==> src/rtl/xm23_alu_core.sv <==
// XM23 registered ALU core.
// Combines the destination operand (d_bus) with the source operand (s_bus) per alu_op and
// registers both the 16-bit result and an updated PSW. Latency is one cycle.
// Ports:
//   Clock, Reset       - clock (rising edge), async active-high reset
//   d_bus, s_bus       - destination / source operands
//   alu_op             - [5] byte mode, [4:0] opcode
//   psw_out            - current PSW (C=bit0, Z=bit1, N=bit2, V=bit4)
//   psw_update         - 1: write computed flags, 0: pass psw_out through
//   alu_out            - registered result
//   alu_psw_out        - registered PSW after the operation
module xm23_alu_core #(
  parameter logic [15:0] PSW_RESET = 16'h60E0
) (
  input  logic        Clock,
  input  logic        Reset,
  input  logic [15:0] d_bus,
  input  logic [15:0] s_bus,
  input  logic [5:0]  alu_op,
  input  logic [15:0] psw_out,
  input  logic        psw_update,
  output logic [15:0] alu_out,
  output logic [15:0] alu_psw_out
);

  localparam logic [4:0] OpAdd  = 5'd0;
  localparam logic [4:0] OpAddc = 5'd1;
  localparam logic [4:0] OpSub  = 5'd2;
  localparam logic [4:0] OpSubc = 5'd3;
  localparam logic [4:0] OpDadd = 5'd4;
  localparam logic [4:0] OpCmp  = 5'd5;
  localparam logic [4:0] OpXor  = 5'd6;
  localparam logic [4:0] OpAnd  = 5'd7;
  localparam logic [4:0] OpOr   = 5'd8;
  localparam logic [4:0] OpBit  = 5'd9;
  localparam logic [4:0] OpBic  = 5'd10;
  localparam logic [4:0] OpBis  = 5'd11;
  localparam logic [4:0] OpMov  = 5'd12;
  localparam logic [4:0] OpSra  = 5'd14;
  localparam logic [4:0] OpRrc  = 5'd15;
  localparam logic [4:0] OpSwpb = 5'd16;
  localparam logic [4:0] OpSxt  = 5'd17;

  logic [4:0]  opcode;
  logic        byte_mode;
  logic        c_in;

  assign opcode    = alu_op[4:0];
  // Opcodes 16 and above are word-only, so byte mode is ignored there.
  assign byte_mode = alu_op[5] & ~opcode[4];
  assign c_in      = psw_out[0];

  // Shared adder for ADD/ADDC/SUB/SUBC/CMP; subtract forms add the complemented source.
  logic        sub_op;
  logic        add_cin;
  logic [15:0] add_b;
  logic [16:0] sum_w;
  logic [8:0]  sum_b;
  logic        arith_c;
  logic        arith_v;
  logic        msb_a;
  logic        msb_b;
  logic        msb_r;

  always_comb begin
    sub_op = (opcode == OpSub) || (opcode == OpSubc) || (opcode == OpCmp);
    add_b  = sub_op ? ~s_bus : s_bus;
    case (opcode)
      OpAddc, OpSubc: add_cin = c_in;
      OpSub, OpCmp:   add_cin = 1'b1;
      default:        add_cin = 1'b0;
    endcase
    sum_w   = {1'b0, d_bus} + {1'b0, add_b} + {16'h0000, add_cin};
    sum_b   = {1'b0, d_bus[7:0]} + {1'b0, add_b[7:0]} + {8'h00, add_cin};
    arith_c = byte_mode ? sum_b[8] : sum_w[16];
    msb_a   = byte_mode ? d_bus[7] : d_bus[15];
    msb_b   = byte_mode ? add_b[7] : add_b[15];
    msb_r   = byte_mode ? sum_b[7] : sum_w[15];
    arith_v = (msb_a == msb_b) && (msb_r != msb_a);
  end

  // Decimal adder: four ripple digits; byte mode takes the carry out of digit 1.
  logic [15:0] bcd_sum;
  logic        bcd_carry_b;
  logic        bcd_carry_w;

  always_comb begin
    logic [4:0] digit;
    logic       dc;
    bcd_sum     = 16'h0000;
    bcd_carry_b = 1'b0;
    dc          = c_in;
    for (int i = 0; i < 4; i++) begin
      digit = {1'b0, d_bus[4*i +: 4]} + {1'b0, s_bus[4*i +: 4]} + {4'b0000, dc};
      if (digit > 5'd9) begin
        digit = digit - 5'd10;
        dc    = 1'b1;
      end else begin
        dc    = 1'b0;
      end
      bcd_sum[4*i +: 4] = digit[3:0];
      if (i == 1) bcd_carry_b = dc;
    end
    bcd_carry_w = dc;
  end

  // Operation select. val carries the flag-source value; for CMP/BIT it is not written back.
  logic [15:0] val;
  logic        keep_d;
  logic        upd_zn;
  logic        upd_c;
  logic        upd_v;
  logic        c_new;
  logic        v_new;
  logic        z_new;
  logic        n_new;
  logic [15:0] alu_out_d;
  logic [15:0] psw_d;

  always_comb begin
    val    = d_bus;
    keep_d = 1'b0;
    upd_zn = 1'b0;
    upd_c  = 1'b0;
    upd_v  = 1'b0;
    c_new  = c_in;
    v_new  = psw_out[4];
    case (opcode)
      OpAdd, OpAddc, OpSub, OpSubc, OpCmp: begin
        val    = sum_w[15:0];
        c_new  = arith_c;
        v_new  = arith_v;
        upd_zn = 1'b1;
        upd_c  = 1'b1;
        upd_v  = 1'b1;
        keep_d = (opcode == OpCmp);
      end
      OpDadd: begin
        val    = bcd_sum;
        c_new  = byte_mode ? bcd_carry_b : bcd_carry_w;
        upd_zn = 1'b1;
        upd_c  = 1'b1;
      end
      OpXor: begin val = d_bus ^ s_bus;  upd_zn = 1'b1; end
      OpAnd: begin val = d_bus & s_bus;  upd_zn = 1'b1; end
      OpOr:  begin val = d_bus | s_bus;  upd_zn = 1'b1; end
      OpBit: begin val = d_bus & s_bus;  upd_zn = 1'b1; keep_d = 1'b1; end
      OpBic: begin val = d_bus & ~s_bus; upd_zn = 1'b1; end
      OpBis: begin val = d_bus | s_bus;  upd_zn = 1'b1; end
      OpMov: val = s_bus;
      OpSra: begin
        val    = byte_mode ? {8'h00, d_bus[7], d_bus[7:1]} : {d_bus[15], d_bus[15:1]};
        c_new  = d_bus[0];
        upd_zn = 1'b1;
        upd_c  = 1'b1;
      end
      OpRrc: begin
        val    = byte_mode ? {8'h00, c_in, d_bus[7:1]} : {c_in, d_bus[15:1]};
        c_new  = d_bus[0];
        upd_zn = 1'b1;
        upd_c  = 1'b1;
      end
      OpSwpb: begin val = {d_bus[7:0], d_bus[15:8]};    upd_zn = 1'b1; end
      OpSxt:  begin val = {{8{d_bus[7]}}, d_bus[7:0]}; upd_zn = 1'b1; end
      default: keep_d = 1'b1;
    endcase

    z_new = byte_mode ? (val[7:0] == 8'h00) : (val == 16'h0000);
    n_new = byte_mode ? val[7] : val[15];

    if (keep_d)         alu_out_d = d_bus;
    else if (byte_mode) alu_out_d = {d_bus[15:8], val[7:0]};
    else                alu_out_d = val;

    psw_d = psw_out;
    if (psw_update) begin
      if (upd_c) psw_d[0] = c_new;
      if (upd_zn) begin
        psw_d[1] = z_new;
        psw_d[2] = n_new;
      end
      if (upd_v) psw_d[4] = v_new;
    end
  end

  always_ff @(posedge Clock or posedge Reset) begin
    if (Reset) begin
      alu_out     <= 16'h0000;
      alu_psw_out <= PSW_RESET;
    end else begin
      alu_out     <= alu_out_d;
      alu_psw_out <= psw_d;
    end
  end

endmodule

==> config.mk <==
export PLATFORM = sky130hd
export DESIGN_NAME = xm23_alu_core
export DESIGN_NICKNAME = d
export VERILOG_FILES = /design/src/rtl/xm23_alu_core.sv
export SDC_FILE = /design/constraint.sdc
export NUM_CORES = 1
export LEC_CHECK = 0
export ABC_AREA = 0
export CAP_MARGIN = 5
export CORE_ASPECT_RATIO = 1.2
export CORE_MARGIN = 5
export CORE_UTILIZATION = 44
export DETAILED_ROUTE_END_ITERATION = 12
export MAX_ROUTING_LAYER = met4
export PLACE_DENSITY = 0.69
export SYNTH_ARGS = -nofsm -noshare
export SYNTH_HDL_FRONTEND = slang
export SYNTH_SLANG_ARGS = --single-unit
==> constraint.sdc <==
create_clock -name Clock -period 1.25 [get_ports Clock]
set_clock_uncertainty 0.15 [all_clocks]
set_input_delay 0.25 -clock Clock [delete_from_list [all_inputs] [get_ports Clock]]
set_output_delay 0.25 -clock Clock [all_outputs]
set_load 0.02 [all_outputs]
## Word level (Yosys, flattened, before mapping)

Index checks and enable logic that the tools add are counted.
Widths: inputs -> output; s select.

| word-level totals | value |
|---|---|
| flip-flop bits (word level) | 32 |
| input port bits | 57 |
| output and inout port bits | 32 |
| word-level logic and storage cells | 95 |

| operators by class | value |
|---|---|
| add/subtract/negate cells | 16 |
| order comparisons | 4 |
| equality and inequality tests | 18 |
| multiplexer cells | 33 |
| bitwise operators | 7 |
| reduce and logical (&&, ||, !) cells | 15 |

Operators with widths:

| cell | number |
|---|---|
| $pmux 16 s11 | 1 |
| $mux 16 | 5 |
| $eq 5x4->1 const B | 7 |
| $and 16x16->16 | 2 |
| $add 4x4->5 | 4 |
| $add 5x1->5 | 4 |
| $eq 5x3->1 const B | 4 |
| $gt 5x4->1 const B | 4 |
| $mux 1 | 18 |
| $add 16x16->17 | 1 |
| $add 17x1->17 | 1 |
| $logic_not 16->1 | 1 |
| $mux 4 | 4 |
| $not 16->16 | 1 |
| $or 16x16->16 | 1 |
| $reduce_or 16->1 | 1 |
| $sub 4x4->4 const B | 4 |
| $xor 16x16->16 | 1 |
| $reduce_or 11->1 | 1 |
| $eq 5x2->1 const B | 2 |
| $eq 5x5->1 const B | 2 |
| $reduce_or 2->1 | 5 |
| $add 8x8->9 | 1 |
| $add 9x1->9 | 1 |
| 15 further kinds | 17 |

## Depth between registers and ports, before layout

Gate-level depths: netlist of run 1.

| logic depth | value |
|---|---|
| depth in word-level cells | 18 |
| mapped depth | 32 |
| depth with buffers taken out | 32 |

## Worst setup path after synthesis of run 1

No wires, ideal clock.

| timing path | value |
|---|---|
| kind | input to register |
| start point | input port d_bus[0] |
| end point | register alu_psw_out[1] |
| setup time | 76 ps |
| arrival | 6,686 ps |
| required time | 1,024 ps |
| path slack | -5,662 ps |
| stages on the path | 32 |
| path buffers | 0 |
| path through | fa_1 > fa_1 > xnor2_1 > and2_1 > o31a_1 > fa_1 > inv_1 > fa_1 > inv_1 > and2_1 > o21ai_1 > inv_1 > fa_1 > inv_1 > fa_1 > xnor2_1 > nand2_1 > a21oi_1 > fa_1 > inv_1 > fa_1 > xnor2_1 > ha_1 > nand2_1 > a21boi_0 > nand3b_1 > mux2i_1 > a2111oi_0 > nor2_1 > a21oi_1 > a41oi_1 > o21ai_1 |

| on the way | value |
|---|---|
| longest elaborated chain between the ends | 18 |
| elaborated cells on any way between the ends | 32 |
| classes of those cells | 11 x add/sub; 4 x order compare; 11 x mux; 4 x bitwise; 2 x reduce/logical |

RTL lines:

| what | RTL line | text |
|---|---|---|
| start: declaration | 17 | `input logic [15:0] d_bus,` |
| $add 4x4->5 | 94 | `digit = {1'b0, d_bus[4*i +: 4]} + {1'b0, s_bus[4*i +: 4]} + {4'b0000, dc};` |
| $add 5x1->5 | 94 |  |
| $gt 5x4->1 | 95 | `if (digit > 5'd9) begin` |
| $mux 1 | 95 |  |
| $add 5x1->5 | 94 |  |
| $gt 5x4->1 | 95 |  |
| $mux 1 | 95 |  |
| $add 5x1->5 | 94 |  |
| [... 3 more ...] | - |  |
| $sub 4x4->4 / $gt 5x4->1 (equally long branches) | 96, 95 |  |
| $mux 4 | 95 |  |
| $pmux 16 s11 * | 128 | `case (opcode)` |
| $logic_not 16->1 | 168 | `z_new = byte_mode ? (val[7:0] == 8'h00) : (val == 16'h0000);` |
| $mux 1 * | 168 |  |
| $mux 2 * | 178 | `if (upd_zn) begin` |
| $mux 3 * | 176 | `if (psw_update) begin` |
| net psw_d[1] | 118 | `logic [15:0] psw_d;` |
| end signal: assignment | 192 | `alu_psw_out <= psw_d;` |
| end: declaration | 23 | `output logic [15:0] alu_psw_out` |

The timed path passes the listed nets; every way through them passes the cells marked *.

## Final worst setup path of run 1

| timing path | value |
|---|---|
| start point | input port psw_out[0] |
| end point | register alu_psw_out[2] |

| on the way | value |
|---|---|
| longest elaborated chain between the ends | 16 |
| elaborated cells on any way between the ends | 22 |
| classes of those cells | 7 x add/sub; 4 x order compare; 11 x mux |

RTL lines:

| what | RTL line | text |
|---|---|---|
| start: declaration | 20 | `input logic [15:0] psw_out,` |
| $add 5x1->5 | 94 |  |
| $gt 5x4->1 | 95 |  |
| $mux 1 | 95 |  |
| $add 5x1->5 | 94 |  |
| $gt 5x4->1 | 95 |  |
| $mux 1 | 95 |  |
| $add 5x1->5 | 94 |  |
| $gt 5x4->1 | 95 |  |
| $mux 1 | 95 |  |
| $add 5x1->5 | 94 |  |
| $sub 4x4->4 / $gt 5x4->1 (equally long branches) | 96, 95 |  |
| $mux 4 | 95 |  |
| $pmux 16 s11 * | 128 |  |
| $mux 1 * | 169 | `n_new = byte_mode ? val[7] : val[15];` |
| $mux 2 * | 178 |  |
| $mux 3 * | 176 |  |
| net psw_d[2] | 118 |  |

Marks and branches as above.

==> results of run 1 <==
==> routing by layer <==
layer / routed length, um / vias to the layer above / share of wire
met5: 0 / - / 0
met4: 1550 / 0 / 0.067
met3: 1630 / 111 / 0.070
met2: 11400 / 365 / 0.49
met1: 8550 / 3159 / 0.37
li1: - / 3027 / -
==> worst max-delay path, delay by kind of cell <==
kind | cells | cell delay, ns
AOI/OAI and AO/OA | 9 | 1.65
buffers and inverters | 10 | 0.76
and+or+nand+nor | 4 | 0.55
adders and majority gates | 9 | 3.41
==> cells in the mapped netlist (4+ instances only) <==
library cell  number  share of area
a311oi_1           7          0.012
clkbuf_1          17          0.013
a221oi_1          11          0.019
o21ai_1            4         0.0040
buf_2              6         0.0060
nand2_1           43          0.032
o21a_1             5         0.0075
xor2_1             6          0.011
dfrtp_1           27           0.14
and3b_1            4         0.0070
o31ai_1            4         0.0060
o211ai_1           8          0.012
a211oi_1           7          0.011
fa_1              10          0.040
a21boi_0           4         0.0060
nand4_1            5         0.0063
or3_1              7         0.0088
a21o_1             8          0.012
a22oi_1            9          0.014
a31oi_1           13          0.016
dfstp_2            5          0.026
xnor2_1           31          0.054
mux2i_1            9          0.018
ha_1              47           0.12
nor4_1             5         0.0063
o2111ai_1          4         0.0070
and3_1             5         0.0063
a22o_1             4         0.0070
nor2b_1           10          0.013
nand2b_1           8          0.010
nand3_1           14          0.014
a221o_1            4         0.0080
o21ai_0           35          0.035
inv_1             49          0.037
a21oi_1           33          0.033
nor3_1            17          0.017
buf_4              4         0.0060
mux2_2             7          0.016
nor3b_1            6         0.0090
and2_1             7         0.0088
nor2_1            47          0.035
==> through the flow <==
stage	setup slack, ns	total power, W	util	TNS (ns)	instance area, um2
6_report	-5.37	0.00750	0.799	-68.64	8860
4_1_cts	-5.34	0.00698	0.767	-68.75	8500
5_1_grt	-5.56	0.00786	0.799	-71.90	8860
3_5_place_dp	-6.09	0.00526	0.714	-85.34	7910
2_1_floorplan	-5.22	0.00324	-	-65.72	5220
3_3_place_gp	-5.97	0.00514	0.714	-83.39	7910
==> kinds of logic after synthesis <==
logic type               count (synthesis)
buffers and inverters                   84
AO/OA/AOI/OAI                          202
flip-flops                              32
XOR/XNOR                                37
AND/OR/NAND/NOR                        203
multiplexers                            16
adder cells (fa/ha/maj)                 57
==> layout make-up <==
class | instances | share of cell area
tap | 154 | 0.0217
sequential | 32 | 0.0911
inverter | 51 | 0.0222
clock buffer | 6 | 0.0145
multi-input combinational | 515 | 0.511
timing repair buffer | 364 | 0.335
clock inverter | 2 | 0.00395
==> power by group through the flow <==
stage | Combinational (W) | Sequential [W] | Clock, W
final | 0.00496 | 0.00117 | 0.00138
after global routing | 0.00526 | 0.00118 | 0.00143
after CTS | 0.00444 | 0.00117 | 0.00137
after detailed placement | 0.00407 | 0.00119 | 0
after global placement | 0.00395 | 0.00118 | 0
after floorplan | 0.00193 | 0.00131 | 0
==> worst max-delay path by stage <==
stage,cells after the start,slack [ns],to,startpoint
floorplan,32,-5.22,alu_psw_out[1],psw_out[0]
global placement,32,-5.97,alu_psw_out[1],psw_out[0]
detailed placement,32,-6.09,alu_psw_out[1],psw_out[0]
finish,32,-5.37,alu_psw_out[2],psw_out[0]
CTS,33,-5.34,alu_psw_out[1],s_bus[0]
global route,32,-5.56,alu_psw_out[2],psw_out[0]
==> what timing repair did <==
item | in CTS | in global routing
gates cloned | 0 | 0
gates resized for setup | 250 | 62
buffers inserted | 51 | 18
endpoints found under the setup margin | 52 | 25
pin swaps | 61 | 50
==> sequential cells by signal, summed over array words and instances, names as in the netlist <==
register,count
alu_out,16
alu_psw_out,16
==> results.toml, run 1 <==
[clock_network]
numCtsBuffers = 5
cts_tree = "done"
cts_sinks = 32
clock-root-buffer = "clkbuf_16"
htree_levels = 2
cts.clk_slew.worst_paths_ns = 0.06
cts.path.max_buffers = 2
holdBufCountCts = 0

[placed_design]
io_buffers = 88
dp.cells = 1077
dp_hpwl_mm = 17.4
place_congestion = 1.00

[yosys]
synthAdderAreaFrac = 0.158
synth_cell_types = 85
synth_compound_area_frac = 0.294
yosys.area_share.simple = 0.216
async_reset_ff_frac = 1.00
avgSynthCellArea_um2 = 7.91
synth_seq_area_share = 0.162
synth_xor_area_frac = 0.0649
synthesis.area_um2 = 4990
yosysWarnings = 0
synth_top_family_by_area = "compound AO/OA/AOI/OAI gates"
synthFlopType = "dfrtp_1"
syn_inst = 631
synth-seq-cells = 32
synth_mux_area_frac = 0.0338
synth_edf_count = 0
synth_nets = 745

[layout]
drive_above_1_share = 0.479
nets = 1083
final-seq-area_um2 = 807
final_common_cell = "buf_4"
syn2layout_area_growth_pct = 77.5
multi_input_area_um2 = 4530
fillers = 753
antennaDiodeCount = 0
stdcell_count = 1124
layout_common_cells = "250 x buf_4, 45 x nor2_1, 45 x clkdlybuf4s50_1"

[global_routing]
antenna_found_initial = 0
use_met2 = 0.559
grt_use_met1 = 0.367
grt_pass1_vias = 6934
grt_usage = 0.335
grt_util_met3 = 0.0528
grt_max_degree = 33
grt_pass1_wl_mm = 34.9
busiest_layer = "met2"
grt-ovfl-total = 0

[outcome]
failed_checks = "negative setup slack"
outcome = "complete, but fails checks"

[floorplan]
die_width_um = 107
core_area_um2 = 11100
dieArea_um2 = 13600
ios = 89
start_util = 0.450
rows = 42
die_y_um = 127

[power]
seqPwrFrac = 0.156
p_int_w = 0.00465
p_comb_frac = 0.661
max-vdd-ir-drop_mv = 0.697
power.leakage_nw = 4.05
clkPwrFrac = 0.183
power_density_nw_per_um2 = 847
p_sw_w = 0.00285
power.share.switching = 0.380

[sta]
period_share = 5.30
tightest_slew_ns = 0.556
slew_headroom = 0.627
slew_viol_final = 0
setup_ws_ns = -5.37
hold_slack_ns = 0.173
timing.fmax_mhz = 151
finalHoldViolCount = 0
setup_violations = 25
grt_setup_unrepaired = "true"
period_needed_ns = 6.62

[critical_path]
critPathArrivalTime_ns = 6.62
slowest_stage = "fa_2"
crit_fanout = 3
worstSetupStartpointType = "primary input"
crit_required_ns = 1.25
cp-end-kind = "flop"
crit_type = "primary input to flop"
crit_top_cell = "fa_2"
critPathMaxStageDelay_ns = 0.55

[drt]
drc = 0
first_pass_iters = 5
ant_nets = 0
wl_per_cell_um = 20.6
drtIter0Drc = 591
drt-total-wl_mm = 23.2
viasPerCell = 5.93
via_count = 6662

[flow_run]
maxCapViolCount = 0

[min_path]
hp-class = "primary input to async pin"
Power figures use the tool's default switching activity.
==> run 2, diff against run 1 <==
--- a/config.mk
+++ b/config.mk
@@ -6,6 +6,7 @@
 export NUM_CORES = 1
 export LEC_CHECK = 0
 export ABC_AREA = 0
+export ABC_CLOCK_PERIOD_IN_PS = 1250
 export CAP_MARGIN = 5
 export CORE_ASPECT_RATIO = 1.2
 export CORE_MARGIN = 5
==> results of run 2 <==
Same layout as run 1: the final DEF is identical, and so are final timing and power.
